<file path="src/rtl/qft_h_sequencer_if.sv">
// Bundled start/done handshake, amplitude register-file ports and Hadamard-unit
// ports between qft_h_sequencer (master) and its environment (slave).
`ifndef TOTAL_WIDTH
`define TOTAL_WIDTH 8
`endif

interface qft_h_sequencer_if #(
  parameter int unsigned NQ = 3,
  parameter int unsigned TW = (NQ > 1) ? $clog2(NQ) : 1,
  parameter int unsigned W  = `TOTAL_WIDTH
);
  logic                 start;
  logic [TW-1:0]        target;
  logic                 busy;
  logic                 done;
  logic                 err;
  logic [NQ-1:0]        rd_addr_a;
  logic [NQ-1:0]        rd_addr_b;
  logic signed [W-1:0]  rd_a_r;
  logic signed [W-1:0]  rd_a_i;
  logic signed [W-1:0]  rd_b_r;
  logic signed [W-1:0]  rd_b_i;
  logic signed [W-1:0]  h_alpha_r;
  logic signed [W-1:0]  h_alpha_i;
  logic signed [W-1:0]  h_beta_r;
  logic signed [W-1:0]  h_beta_i;
  logic signed [W-1:0]  h_new_alpha_r;
  logic signed [W-1:0]  h_new_alpha_i;
  logic signed [W-1:0]  h_new_beta_r;
  logic signed [W-1:0]  h_new_beta_i;
  logic                 wr_en;
  logic [NQ-1:0]        wr_addr_a;
  logic [NQ-1:0]        wr_addr_b;
  logic signed [W-1:0]  wr_a_r;
  logic signed [W-1:0]  wr_a_i;
  logic signed [W-1:0]  wr_b_r;
  logic signed [W-1:0]  wr_b_i;

  modport master (
    input  start, target,
    input  rd_a_r, rd_a_i, rd_b_r, rd_b_i,
    input  h_new_alpha_r, h_new_alpha_i, h_new_beta_r, h_new_beta_i,
    output busy, done, err, rd_addr_a, rd_addr_b,
    output h_alpha_r, h_alpha_i, h_beta_r, h_beta_i,
    output wr_en, wr_addr_a, wr_addr_b, wr_a_r, wr_a_i, wr_b_r, wr_b_i
  );

  modport slave (
    output start, target,
    output rd_a_r, rd_a_i, rd_b_r, rd_b_i,
    output h_new_alpha_r, h_new_alpha_i, h_new_beta_r, h_new_beta_i,
    input  busy, done, err, rd_addr_a, rd_addr_b,
    input  h_alpha_r, h_alpha_i, h_beta_r, h_beta_i,
    input  wr_en, wr_addr_a, wr_addr_b, wr_a_r, wr_a_i, wr_b_r, wr_b_i
  );
endinterface

</file>
<file path="src/rtl/qft_h_sequencer.sv">
// Streams every amplitude pair of one target qubit through the pipelined Hadamard
// unit and writes results back. Optional QFT_HSEQ_PERF_EN adds a busy-cycle counter.
`ifndef TOTAL_WIDTH
`define TOTAL_WIDTH 8
`endif

module qft_h_sequencer #(
  parameter int unsigned NQ    = 3,
  parameter int unsigned H_LAT = 4,
  parameter int unsigned TW    = (NQ > 1) ? $clog2(NQ) : 1
) (
  input  logic               clk,
  input  logic               rst,
  qft_h_sequencer_if.master  bus
`ifdef QFT_HSEQ_PERF_EN
  ,
  output logic [15:0]        perf_cycles
`endif
);
  localparam int unsigned KW = (NQ > 1) ? NQ - 1 : 1;
  localparam int unsigned P  = 32'd1 << (NQ - 1);

  typedef enum logic [1:0] {S_IDLE, S_ISSUE, S_DRAIN, S_FIN} state_t;

  state_t          r_state;
  state_t          w_state_nxt;
  logic [KW-1:0]   r_k;
  logic [TW-1:0]   r_tgt;
  logic            r_err;
  logic [H_LAT-1:0] r_vld;
  logic [NQ-1:0]   r_pa [H_LAT];
  logic [NQ-1:0]   r_pb [H_LAT];

  logic            w_issue;
  logic            w_accept;
  logic            w_reject;
  logic            w_inner_vld;
  logic [NQ-1:0]   w_kx;
  logic [NQ-1:0]   w_mask;
  logic [NQ-1:0]   w_pa;
  logic [NQ-1:0]   w_pb;
  logic [NQ-1:0]   w_rd_a;
  logic [NQ-1:0]   w_rd_b;

  // Pair k -> addresses: insert a 0 at bit tgt, then set that bit for the partner
  assign w_kx   = NQ'(r_k);
  assign w_mask = (NQ'(1) << r_tgt) - NQ'(1);
  assign w_pa   = ((w_kx & ~w_mask) << 1) | (w_kx & w_mask);
  assign w_pb   = w_pa | (NQ'(1) << r_tgt);
  assign w_rd_a = w_issue ? w_pa : '0;
  assign w_rd_b = w_issue ? w_pb : '0;

  // Any entry still in flight other than the one at the write-back tail
  always_comb begin
    w_inner_vld = 1'b0;
    for (int i = 0; i < int'(H_LAT) - 1; i++) w_inner_vld = w_inner_vld | r_vld[i];
  end

  always_ff @(posedge clk) begin
    if (rst) r_state <= S_IDLE;
    else     r_state <= w_state_nxt;
  end

  always_comb begin
    w_state_nxt = r_state;
    w_issue     = 1'b0;
    w_accept    = 1'b0;
    w_reject    = 1'b0;
    case (r_state)
      S_IDLE: begin
        if (bus.start) begin
          if (32'(bus.target) < NQ) begin
            w_accept    = 1'b1;
            w_state_nxt = S_ISSUE;
          end else begin
            w_reject    = 1'b1;
            w_state_nxt = S_FIN;
          end
        end
      end
      S_ISSUE: begin
        w_issue = 1'b1;
        if (r_k == KW'(P - 1)) w_state_nxt = S_DRAIN;
      end
      S_DRAIN: if (!w_inner_vld) w_state_nxt = S_FIN;
      S_FIN:   w_state_nxt = S_IDLE;
      default: w_state_nxt = S_IDLE;
    endcase
  end

  // Operation context and the in-flight address pipe
  always_ff @(posedge clk) begin
    if (rst) begin
      r_k   <= '0;
      r_tgt <= '0;
      r_err <= 1'b0;
      r_vld <= '0;
      for (int i = 0; i < int'(H_LAT); i++) begin
        r_pa[i] <= '0;
        r_pb[i] <= '0;
      end
    end else begin
      if (w_accept) begin
        r_tgt <= bus.target;
        r_k   <= '0;
        r_err <= 1'b0;
      end else if (w_reject) begin
        r_err <= 1'b1;
      end else if (w_issue) begin
        r_k <= r_k + KW'(1);
      end
      r_vld[0] <= w_issue;
      r_pa[0]  <= w_rd_a;
      r_pb[0]  <= w_rd_b;
      for (int i = 1; i < int'(H_LAT); i++) begin
        r_vld[i] <= r_vld[i-1];
        r_pa[i]  <= r_pa[i-1];
        r_pb[i]  <= r_pb[i-1];
      end
    end
  end

  assign bus.busy      = (r_state == S_ISSUE) || (r_state == S_DRAIN);
  assign bus.done      = (r_state == S_FIN);
  assign bus.err       = (r_state == S_FIN) && r_err;
  assign bus.rd_addr_a = w_rd_a;
  assign bus.rd_addr_b = w_rd_b;
  assign bus.h_alpha_r = w_issue ? bus.rd_a_r : '0;
  assign bus.h_alpha_i = w_issue ? bus.rd_a_i : '0;
  assign bus.h_beta_r  = w_issue ? bus.rd_b_r : '0;
  assign bus.h_beta_i  = w_issue ? bus.rd_b_i : '0;
  assign bus.wr_en     = r_vld[H_LAT-1];
  assign bus.wr_addr_a = r_pa[H_LAT-1];
  assign bus.wr_addr_b = r_pb[H_LAT-1];
  assign bus.wr_a_r    = bus.h_new_alpha_r;
  assign bus.wr_a_i    = bus.h_new_alpha_i;
  assign bus.wr_b_r    = bus.h_new_beta_r;
  assign bus.wr_b_i    = bus.h_new_beta_i;

`ifdef QFT_HSEQ_PERF_EN
  logic [15:0] r_perf_cycles;

  // Busy cycles of the latest operation; cleared by any start seen in IDLE
  always_ff @(posedge clk) begin
    if (rst)                                   r_perf_cycles <= '0;
    else if (w_accept || w_reject)             r_perf_cycles <= '0;
    else if (bus.busy && r_perf_cycles != 16'hFFFF) r_perf_cycles <= r_perf_cycles + 16'd1;
  end

  assign perf_cycles = r_perf_cycles;
`endif
endmodule

</file>
<file path="src/flat_wrapper.sv">
// flat-port wrapper written by rule: the top's interface ports become plain ports
module qft_h_sequencer_flat 
#(
  parameter int unsigned NQ    = 3,
  parameter int unsigned H_LAT = 4,
  parameter int unsigned TW    = (NQ > 1) ? $clog2(NQ) : 1
)
  (clk, rst, bus_start, bus_target, bus_rd_a_r, bus_rd_a_i, bus_rd_b_r, bus_rd_b_i, bus_h_new_alpha_r, bus_h_new_alpha_i, bus_h_new_beta_r, bus_h_new_beta_i, bus_busy, bus_done, bus_err, bus_rd_addr_a, bus_rd_addr_b, bus_h_alpha_r, bus_h_alpha_i, bus_h_beta_r, bus_h_beta_i, bus_wr_en, bus_wr_addr_a, bus_wr_addr_b, bus_wr_a_r, bus_wr_a_i, bus_wr_b_r, bus_wr_b_i);
  qft_h_sequencer_if #(.NQ(NQ), .TW(TW)) bus_i ();
  input  logic clk;
  input  logic rst;
  input wire logic [$bits(bus_i.start)-1:0] bus_start;
  input wire logic [$bits(bus_i.target)-1:0] bus_target;
  input wire logic [$bits(bus_i.rd_a_r)-1:0] bus_rd_a_r;
  input wire logic [$bits(bus_i.rd_a_i)-1:0] bus_rd_a_i;
  input wire logic [$bits(bus_i.rd_b_r)-1:0] bus_rd_b_r;
  input wire logic [$bits(bus_i.rd_b_i)-1:0] bus_rd_b_i;
  input wire logic [$bits(bus_i.h_new_alpha_r)-1:0] bus_h_new_alpha_r;
  input wire logic [$bits(bus_i.h_new_alpha_i)-1:0] bus_h_new_alpha_i;
  input wire logic [$bits(bus_i.h_new_beta_r)-1:0] bus_h_new_beta_r;
  input wire logic [$bits(bus_i.h_new_beta_i)-1:0] bus_h_new_beta_i;
  output wire logic [$bits(bus_i.busy)-1:0] bus_busy;
  output wire logic [$bits(bus_i.done)-1:0] bus_done;
  output wire logic [$bits(bus_i.err)-1:0] bus_err;
  output wire logic [$bits(bus_i.rd_addr_a)-1:0] bus_rd_addr_a;
  output wire logic [$bits(bus_i.rd_addr_b)-1:0] bus_rd_addr_b;
  output wire logic [$bits(bus_i.h_alpha_r)-1:0] bus_h_alpha_r;
  output wire logic [$bits(bus_i.h_alpha_i)-1:0] bus_h_alpha_i;
  output wire logic [$bits(bus_i.h_beta_r)-1:0] bus_h_beta_r;
  output wire logic [$bits(bus_i.h_beta_i)-1:0] bus_h_beta_i;
  output wire logic [$bits(bus_i.wr_en)-1:0] bus_wr_en;
  output wire logic [$bits(bus_i.wr_addr_a)-1:0] bus_wr_addr_a;
  output wire logic [$bits(bus_i.wr_addr_b)-1:0] bus_wr_addr_b;
  output wire logic [$bits(bus_i.wr_a_r)-1:0] bus_wr_a_r;
  output wire logic [$bits(bus_i.wr_a_i)-1:0] bus_wr_a_i;
  output wire logic [$bits(bus_i.wr_b_r)-1:0] bus_wr_b_r;
  output wire logic [$bits(bus_i.wr_b_i)-1:0] bus_wr_b_i;
  assign bus_i.start = bus_start;
  assign bus_i.target = bus_target;
  assign bus_i.rd_a_r = bus_rd_a_r;
  assign bus_i.rd_a_i = bus_rd_a_i;
  assign bus_i.rd_b_r = bus_rd_b_r;
  assign bus_i.rd_b_i = bus_rd_b_i;
  assign bus_i.h_new_alpha_r = bus_h_new_alpha_r;
  assign bus_i.h_new_alpha_i = bus_h_new_alpha_i;
  assign bus_i.h_new_beta_r = bus_h_new_beta_r;
  assign bus_i.h_new_beta_i = bus_h_new_beta_i;
  assign bus_busy = bus_i.busy;
  assign bus_done = bus_i.done;
  assign bus_err = bus_i.err;
  assign bus_rd_addr_a = bus_i.rd_addr_a;
  assign bus_rd_addr_b = bus_i.rd_addr_b;
  assign bus_h_alpha_r = bus_i.h_alpha_r;
  assign bus_h_alpha_i = bus_i.h_alpha_i;
  assign bus_h_beta_r = bus_i.h_beta_r;
  assign bus_h_beta_i = bus_i.h_beta_i;
  assign bus_wr_en = bus_i.wr_en;
  assign bus_wr_addr_a = bus_i.wr_addr_a;
  assign bus_wr_addr_b = bus_i.wr_addr_b;
  assign bus_wr_a_r = bus_i.wr_a_r;
  assign bus_wr_a_i = bus_i.wr_a_i;
  assign bus_wr_b_r = bus_i.wr_b_r;
  assign bus_wr_b_i = bus_i.wr_b_i;
  qft_h_sequencer #(.NQ(NQ), .H_LAT(H_LAT), .TW(TW)) u_core (.clk(clk), .rst(rst), .bus(bus_i));
endmodule
</file>
<file path="config.mk">
export PLATFORM = sky130hd
export DESIGN_NAME = qft_h_sequencer_flat
export DESIGN_NICKNAME = d
export VERILOG_FILES = /design/src/rtl/qft_h_sequencer_if.sv /design/src/rtl/qft_h_sequencer.sv /design/src/flat_wrapper.sv
export SDC_FILE = /design/constraint.sdc
export NUM_CORES = 1
export LEC_CHECK = 0
export ABC_CLOCK_PERIOD_IN_PS = 3200
export CAP_MARGIN = 0
export CORE_MARGIN = 5
export CORE_UTILIZATION = 34
export DETAILED_ROUTE_END_ITERATION = 10
export PLACE_DENSITY = 0.95
export SYNTH_ARGS = -nofsm -noshare
export SYNTH_HDL_FRONTEND = slang
export SYNTH_SLANG_ARGS = --single-unit
</file>
<file path="constraint.sdc">
create_clock -name clk -period 3.2 [get_ports clk]
set_input_delay 0.64 -clock clk [delete_from_list [all_inputs] [get_ports clk]]
set_output_delay 0.64 -clock clk [all_outputs]
set_load 0.005 [all_outputs]
</file>
== Word-level counts from Yosys, hierarchy flattened ==
Memory sizes are Yosys's and may differ from the RTL's.
Cells that the tools add are included.

* Bits in registers: 11
* RAM bits: 24
* Input port bits: 69
* Output and inout port bits: 80
* Word-level logic and storage cells: 69
* Memories kept: 2

* Add/subtract/negate cells: 2
* Magnitude comparators: 1
* Equality and inequality tests: 7
* Shift operators: 1
* Multiplexer cells: 29
* Bitwise logic cells: 16
* Reduce and logical (&&, ||, !) cells: 6

{| class="wikitable"
|+ Memory list
! name !! words !! bits a word !! rd ports !! clocked after memory_dff !! wr ports !! RTL line !! text
|-
| u_core.r_pa || 4 || 3 || 4 || 0 || 4 || qft_h_sequencer.sv:31 || <nowiki>logic [NQ-1:0] r_pa [H_LAT];</nowiki>
|-
| u_core.r_pb || 4 || 3 || 4 || 0 || 4 || qft_h_sequencer.sv:32 || <nowiki>logic [NQ-1:0] r_pb [H_LAT];</nowiki>
|}

{| class="wikitable"
|+ Operators by type and width
! kind !! count
|-
| $mux 8 || 4
|-
| $mux 3 || 10
|-
| $mux 1 || 10
|-
| $or 1x1->1 || 10
|-
| $mux 2 || 4
|-
| $pmux 2 s4 || 1
|-
| $eq 2x2->1 const B || 3
|-
| $or 3x3->3 || 2
|-
| $ne 2x2->1 const B || 2
|-
| $and 2x3->3 || 1
|-
| $reduce_and 3->1 || 1
|-
| $shl 1x2->3 const A || 1
|-
| $sub 3x2->3 const B || 1
|-
| $add 2x1->2 const B || 1
|-
| $and 2x2->2 || 1
|-
| $eq 2x1->1 const B || 1
|-
| $logic_not 2->1 || 1
|-
| $lt 2x2->1 const B || 1
|-
| $ne 2x1->1 const B || 1
|-
| $not 2->2 || 1
|-
| $reduce_and 2->1 || 1
|-
| $reduce_or 2->1 || 1
|-
| $logic_and 1x1->1 || 1
|-
| $logic_or 1x1->1 || 1
|-
| $not 1->1 || 1
|}

== Logic depth before layout (Yosys ltp) ==
* Word-level depth: 8
* Gate-level depth with buffers: 6
* Depth with buffers taken out: 5

== Worst setup path after synthesis ==
OpenSTA, ideal clock, no wires.

* Path type: register -> output
* Start: reg u_core.r_state[1]
* End: out bus_h_beta_i[2]
* Arrival: 1.040 ns
* Required time: 2.560 ns
* Setup slack: 1.520 ns
* Stages on the path, launching flop included: 5
* Path buffers: 1
* Path through: dfxtp_1 > inv_1 > ha_1 > clkbuf_1 > and2_1

* Word-level cells in the longest chain between the ends: 3

{| class="wikitable"
|+ Ends and longest elaborated chain
! what !! RTL line !! text
|-
| start, declared || qft_h_sequencer.sv:25 || <nowiki>state_t r_state;</nowiki>
|-
| start signal, assigned || qft_h_sequencer.sv:61 || <nowiki>else r_state <= w_state_nxt;</nowiki>
|-
| $eq 2x1->1 || qft_h_sequencer.sv:69 || <nowiki>case (r_state)</nowiki>
|-
| $mux 1 || qft_h_sequencer.sv:69 ||
|-
| named net u_core.w_issue || qft_h_sequencer.sv:34 || <nowiki>logic w_issue;</nowiki>
|-
| $mux 8 || qft_h_sequencer.sv:131 || <nowiki>assign bus.h_beta_i = w_issue ? bus.rd_b_i : '0;</nowiki>
|-
| end, declared || flat_wrapper.sv:30 || <nowiki>output wire logic [$bits(bus_i.h_beta_i)-1:0] bus_h_beta_i;</nowiki>
|}

The timed path passes the listed nets, and every way through them passes these cells.

== Worst setup path in the final report ==
* Start: reg u_core.r_state[1]
* End: out bus_h_beta_i[7]

Same word-level chain as after synthesis.

==> out/metrics.csv <==
stage;metric;value;unit
outcome;status;completed;
synthesis;post-synthesis mux area share;1.27;%
hold_path;Hold Path Class;flip-flop to flip-flop;
synthesis;Simple-Gate Fraction of Synth Area;31.8;%
cells_and_area;Non-Filler Instances;307;
floorplan;die height;80.1;um
timing;Final Max Slew Viols;0;
critical_path;worst-path cell chain;inv_1 > ha_1 > buf_4 > and2_1 > clkdlybuf4s50_1;
timing;Fin Hold WS;0.438;ns
cts;CTS resizes;0;
critical_path;worst-case reg-to-reg path depth;6;
floorplan;core box area;4750;um2
synthesis;cells after synthesis;185;
timing;# setup viols final;0;
critical_path;delay of the slowest critical-path stage;0.56;ns
timing;Final Hold Vio Count;0;
timing;RSZ-0062 raised after global routing;no;
power_and_ir_drop;Peak VDD IR;0.000245;V
hold_path;Hold Startpoint;u_core.r_pa[0][0]$_SDFF_PP0_;
power_and_ir_drop;Pleak;0.965;nW
power_and_ir_drop;Comb pwr share;40.7;%
cells_and_area;Total Nets Final;314;
timing;Setup TNS;0;ns
routing;vias per cell;4.36;
cts;clk root buf;clkbuf_8;
hold_path;hold path depth;1;
critical_path;CP startpoint kind;flip-flop;
routing;DR vias;1337;
global_route;global-route usage over all layers;14.0;%
routing;post-DR wirelength/cell;14.6;um
critical_path;arrival time worst endpoint;1.94;ns
placed_design;Inst Count DP;299;
cts;clock tree buffer depth;2;
timing;Achievable Freq;388;MHz
global_route;number of antenna violations at the first check in global routing;0;
floorplan;num ports;149;
cells_and_area;area of the multi-input gates;689;um2
critical_path;Max stage delay cell, worst path;clkdlybuf4s50_1;
critical_path;Worst Path Max Fanout;35;
cts;Worst-Skew Late Latency;0.28;ns
critical_path;WP buf/inv;3;
global_route;first-pass GRT wire length;6.86;mm
critical_path;Setup CP Type;flip-flop to output port;
synthesis;largest family of logic cells by synthesized area;simple AND/OR/NAND/NOR gates;
timing;Slew headroom;80.3;%
cells_and_area;number of fillers in the final layout;459;
power_and_ir_drop;power share of the sequential group;33.6;%
cells_and_area;Register Area;701;um2
cells_and_area;diode count;0;
timing;fin crit share;80.6;%
cts;CTS tree;done;
synthesis;#FFs+latches synth;35;
global_route;gr ovfl total;0;
cts;Sink Count;35;
global_route;vias in the first global route;1399;
placed_design;Placer Congestion;0.793;
critical_path;critical path required time;2.56;ns
global_route;largest net degree at the start of global routing;36;
routing;initial DRC count;41;
synthesis;YS warnings;0;
routing;Initial DRT Pass Iterations;4;
synthesis;synthesized area;1670;um2
synthesis;Synth Area in XOR/XNOR;0.524;%
synthesis;Seq/Total Area, Yosys;41.9;%
cts;Clock Pin Slew Worst Setup and Hold Paths;0.07;ns
floorplan;die span in x;80.1;um
power_and_ir_drop;switching share of total power;29.2;%
synthesis;Yosys cell types;26;
cts;Setup Fix Bufs, Post-CTS;0;
critical_path;RR Endpoint;u_core.r_state[1]$_SDFFE_PP0P_;
routing;total wire length;4.47;mm
timing;clk_skew;0.00354;ns
cts;CTS Hold Bufs;0;
routing;Remaining DRCs;0;
floorplan;Initial Util;35.2;%
cells_and_area;layout cells sized above 1;5.00;%
floorplan;die area;6420;um2
critical_path;R2R setup slack;1.58;ns
power_and_ir_drop;clock network fraction of total power;25.7;%
cells_and_area;area added between synthesis and finish;46.9;%
power_and_ir_drop;Total Power;1.51;mW
synthesis;Synth Area in Adders;4.49;%
routing;Antenna Nets Post-Route;0;
critical_path;Crit path max-delay family;buffers and inverters;
timing;Worst-Margin Slew;0.293;ns
cts;Max H-tree Level;2;
run;max_cap viols;0;
synthesis;Compound-Gate Fraction of Synth Area;3.14;%
timing;Tmin final;2.58;ns
power_and_ir_drop;power density over the cells;614;nW/um2
critical_path;Setup crit end kind;output port;
synthesis;syn nets;260;
floorplan;Site Rows;25;
placed_design;I/O Buffers;84;
hold_path;hold endpoint;u_core.r_pa[1][0]$_SDFF_PP0_;
cts;CTS buffer count;5;
critical_path;r2r startpoint;u_core.r_state[1]$_SDFFE_PP0P_;
power_and_ir_drop;cell-internal power;1.07;mW
synthesis;Syn Area/Cell;9.04;um2
placed_design;HPWL reported at the end of detailed placement;3.53;mm
power_and_ir_drop;switching power;0.440;mW
==> how the worst max path moves through the flow <==
| stage | depth (start not counted) | endpoint | from | slack, ns |
|---|---|---|---|---|
| 2_1_floorplan | 4 | bus_h_beta_i[2] | u_core.r_state[1]$_SDFFE_PP0P_ | 1.52 |
| 3_3_place_gp | 3 | bus_h_beta_i[7] | bus_rd_b_i[7] | 0.78 |
| 3_5_place_dp | 3 | bus_h_beta_i[7] | bus_rd_b_i[7] | 0.78 |
| 4_1_cts | 5 | bus_h_beta_r[5] | u_core.r_state[1]$_SDFFE_PP0P_ | 0.58 |
| 5_1_grt | 5 | bus_h_beta_r[5] | u_core.r_state[1]$_SDFFE_PP0P_ | 0.47 |
| 6_report | 5 | bus_h_beta_i[7] | u_core.r_state[1]$_SDFFE_PP0P_ | 0.62 |
==> metrics by stage <==
stage	setup slack [ns]	utilization [%]	area [um2]
finish	0.620	51.7	2460
floorplan	1.52	-	1670
global placement	0.780	49.3	2340
detailed placement	0.783	49.3	2340
CTS	0.577	51.7	2460
global route	0.475	51.7	2460
==> state kept, by name, summed over array words and instances (netlist names) <==
name            count
u_core.r_err        1
u_core.r_k          2
u_core.r_pa        12
u_core.r_pb        12
u_core.r_state      2
u_core.r_tgt        2
u_core.r_vld        4
==> area by class of cell <==
| class | count | share of cell area, % |
|---|---|---|
| Clock buffer | 5 | 2.80 |
| Clock inverter | 3 | 1.78 |
| Inverter | 4 | 0.611 |
| Multi-Input combinational cell | 107 | 28.1 |
| Sequential cell | 35 | 28.5 |
| Tap cell | 67 | 3.41 |
| Timing Repair Buffer | 86 | 34.8 |
==> power by group through the flow <==
stage / combinational [mW] / clock (mW) / sequential, mW
floorplan: 0.315 / 0 / 0.509
global placement: 0.605 / 0 / 0.514
detailed placement: 0.614 / 0 / 0.517
CTS: 0.624 / 0.399 / 0.508
global route: 0.670 / 0.425 / 0.514
finish: 0.614 / 0.387 / 0.508
==> layout by cell type (no fill, tap or decap), types with 2 or more instances in the layout <==
master           count
nand2b_1             6
clkbuf_8             5
nand3_1              2
nor2_1              11
nand2_1              3
ha_1                 6
buf_4                2
nor2b_1             22
dfxtp_1             35
inv_1                4
nor3b_1              3
and3b_1              2
nor3_1               4
and2b_1              2
and2_1              33
a21oi_1              4
clkdlybuf4s50_1     84
==> kinds of logic (layout without fill, tap and decap cells) <==
group	count (synthesis)	in the layout
DFF	35	35
and+or+nand+nor	90	90
xor gates and xnor gates	1	1
buffers and inverters	43	98
adders and majority gates	6	6
AOI/OAI and AO/OA	8	8
muxes	2	2
==> synth_stat cells (all sizes together) <==
master   n  area share [%]
mux2i    1            0.60
nor2b   22             8.2
nor2    11             2.5
nand2    3            0.67
inv      4            0.90
nand3    2            0.60
o31ai    1            0.45
dfxtp   35              42
nand4    1            0.37
o21a     1            0.45
buf     32              14
a21oi    4             1.2
mux2     1            0.67
clkbuf   7             1.6
nor3     4             1.2
nand2b   6             2.2
ha       6             4.5
and2b    2            0.90
a31o     1            0.52
nor4     1            0.37
and2    33              12
xnor2    1            0.52
nor3b    3             1.3
a221oi   1            0.52
and3b    2             1.0
==> layer usage <==
metal | vias to the layer above | global-route usage, % | wire [um]
met5 | - | 0 | 0
met1 | 599 | 12.6 | 1510
met3 | 7 | 9.87 | 624
li1 | 652 | - | -
met2 | 79 | 25.0 | 2280
met4 | 0 | 3.55 | 49
Power figures use the tool's default switching activity.
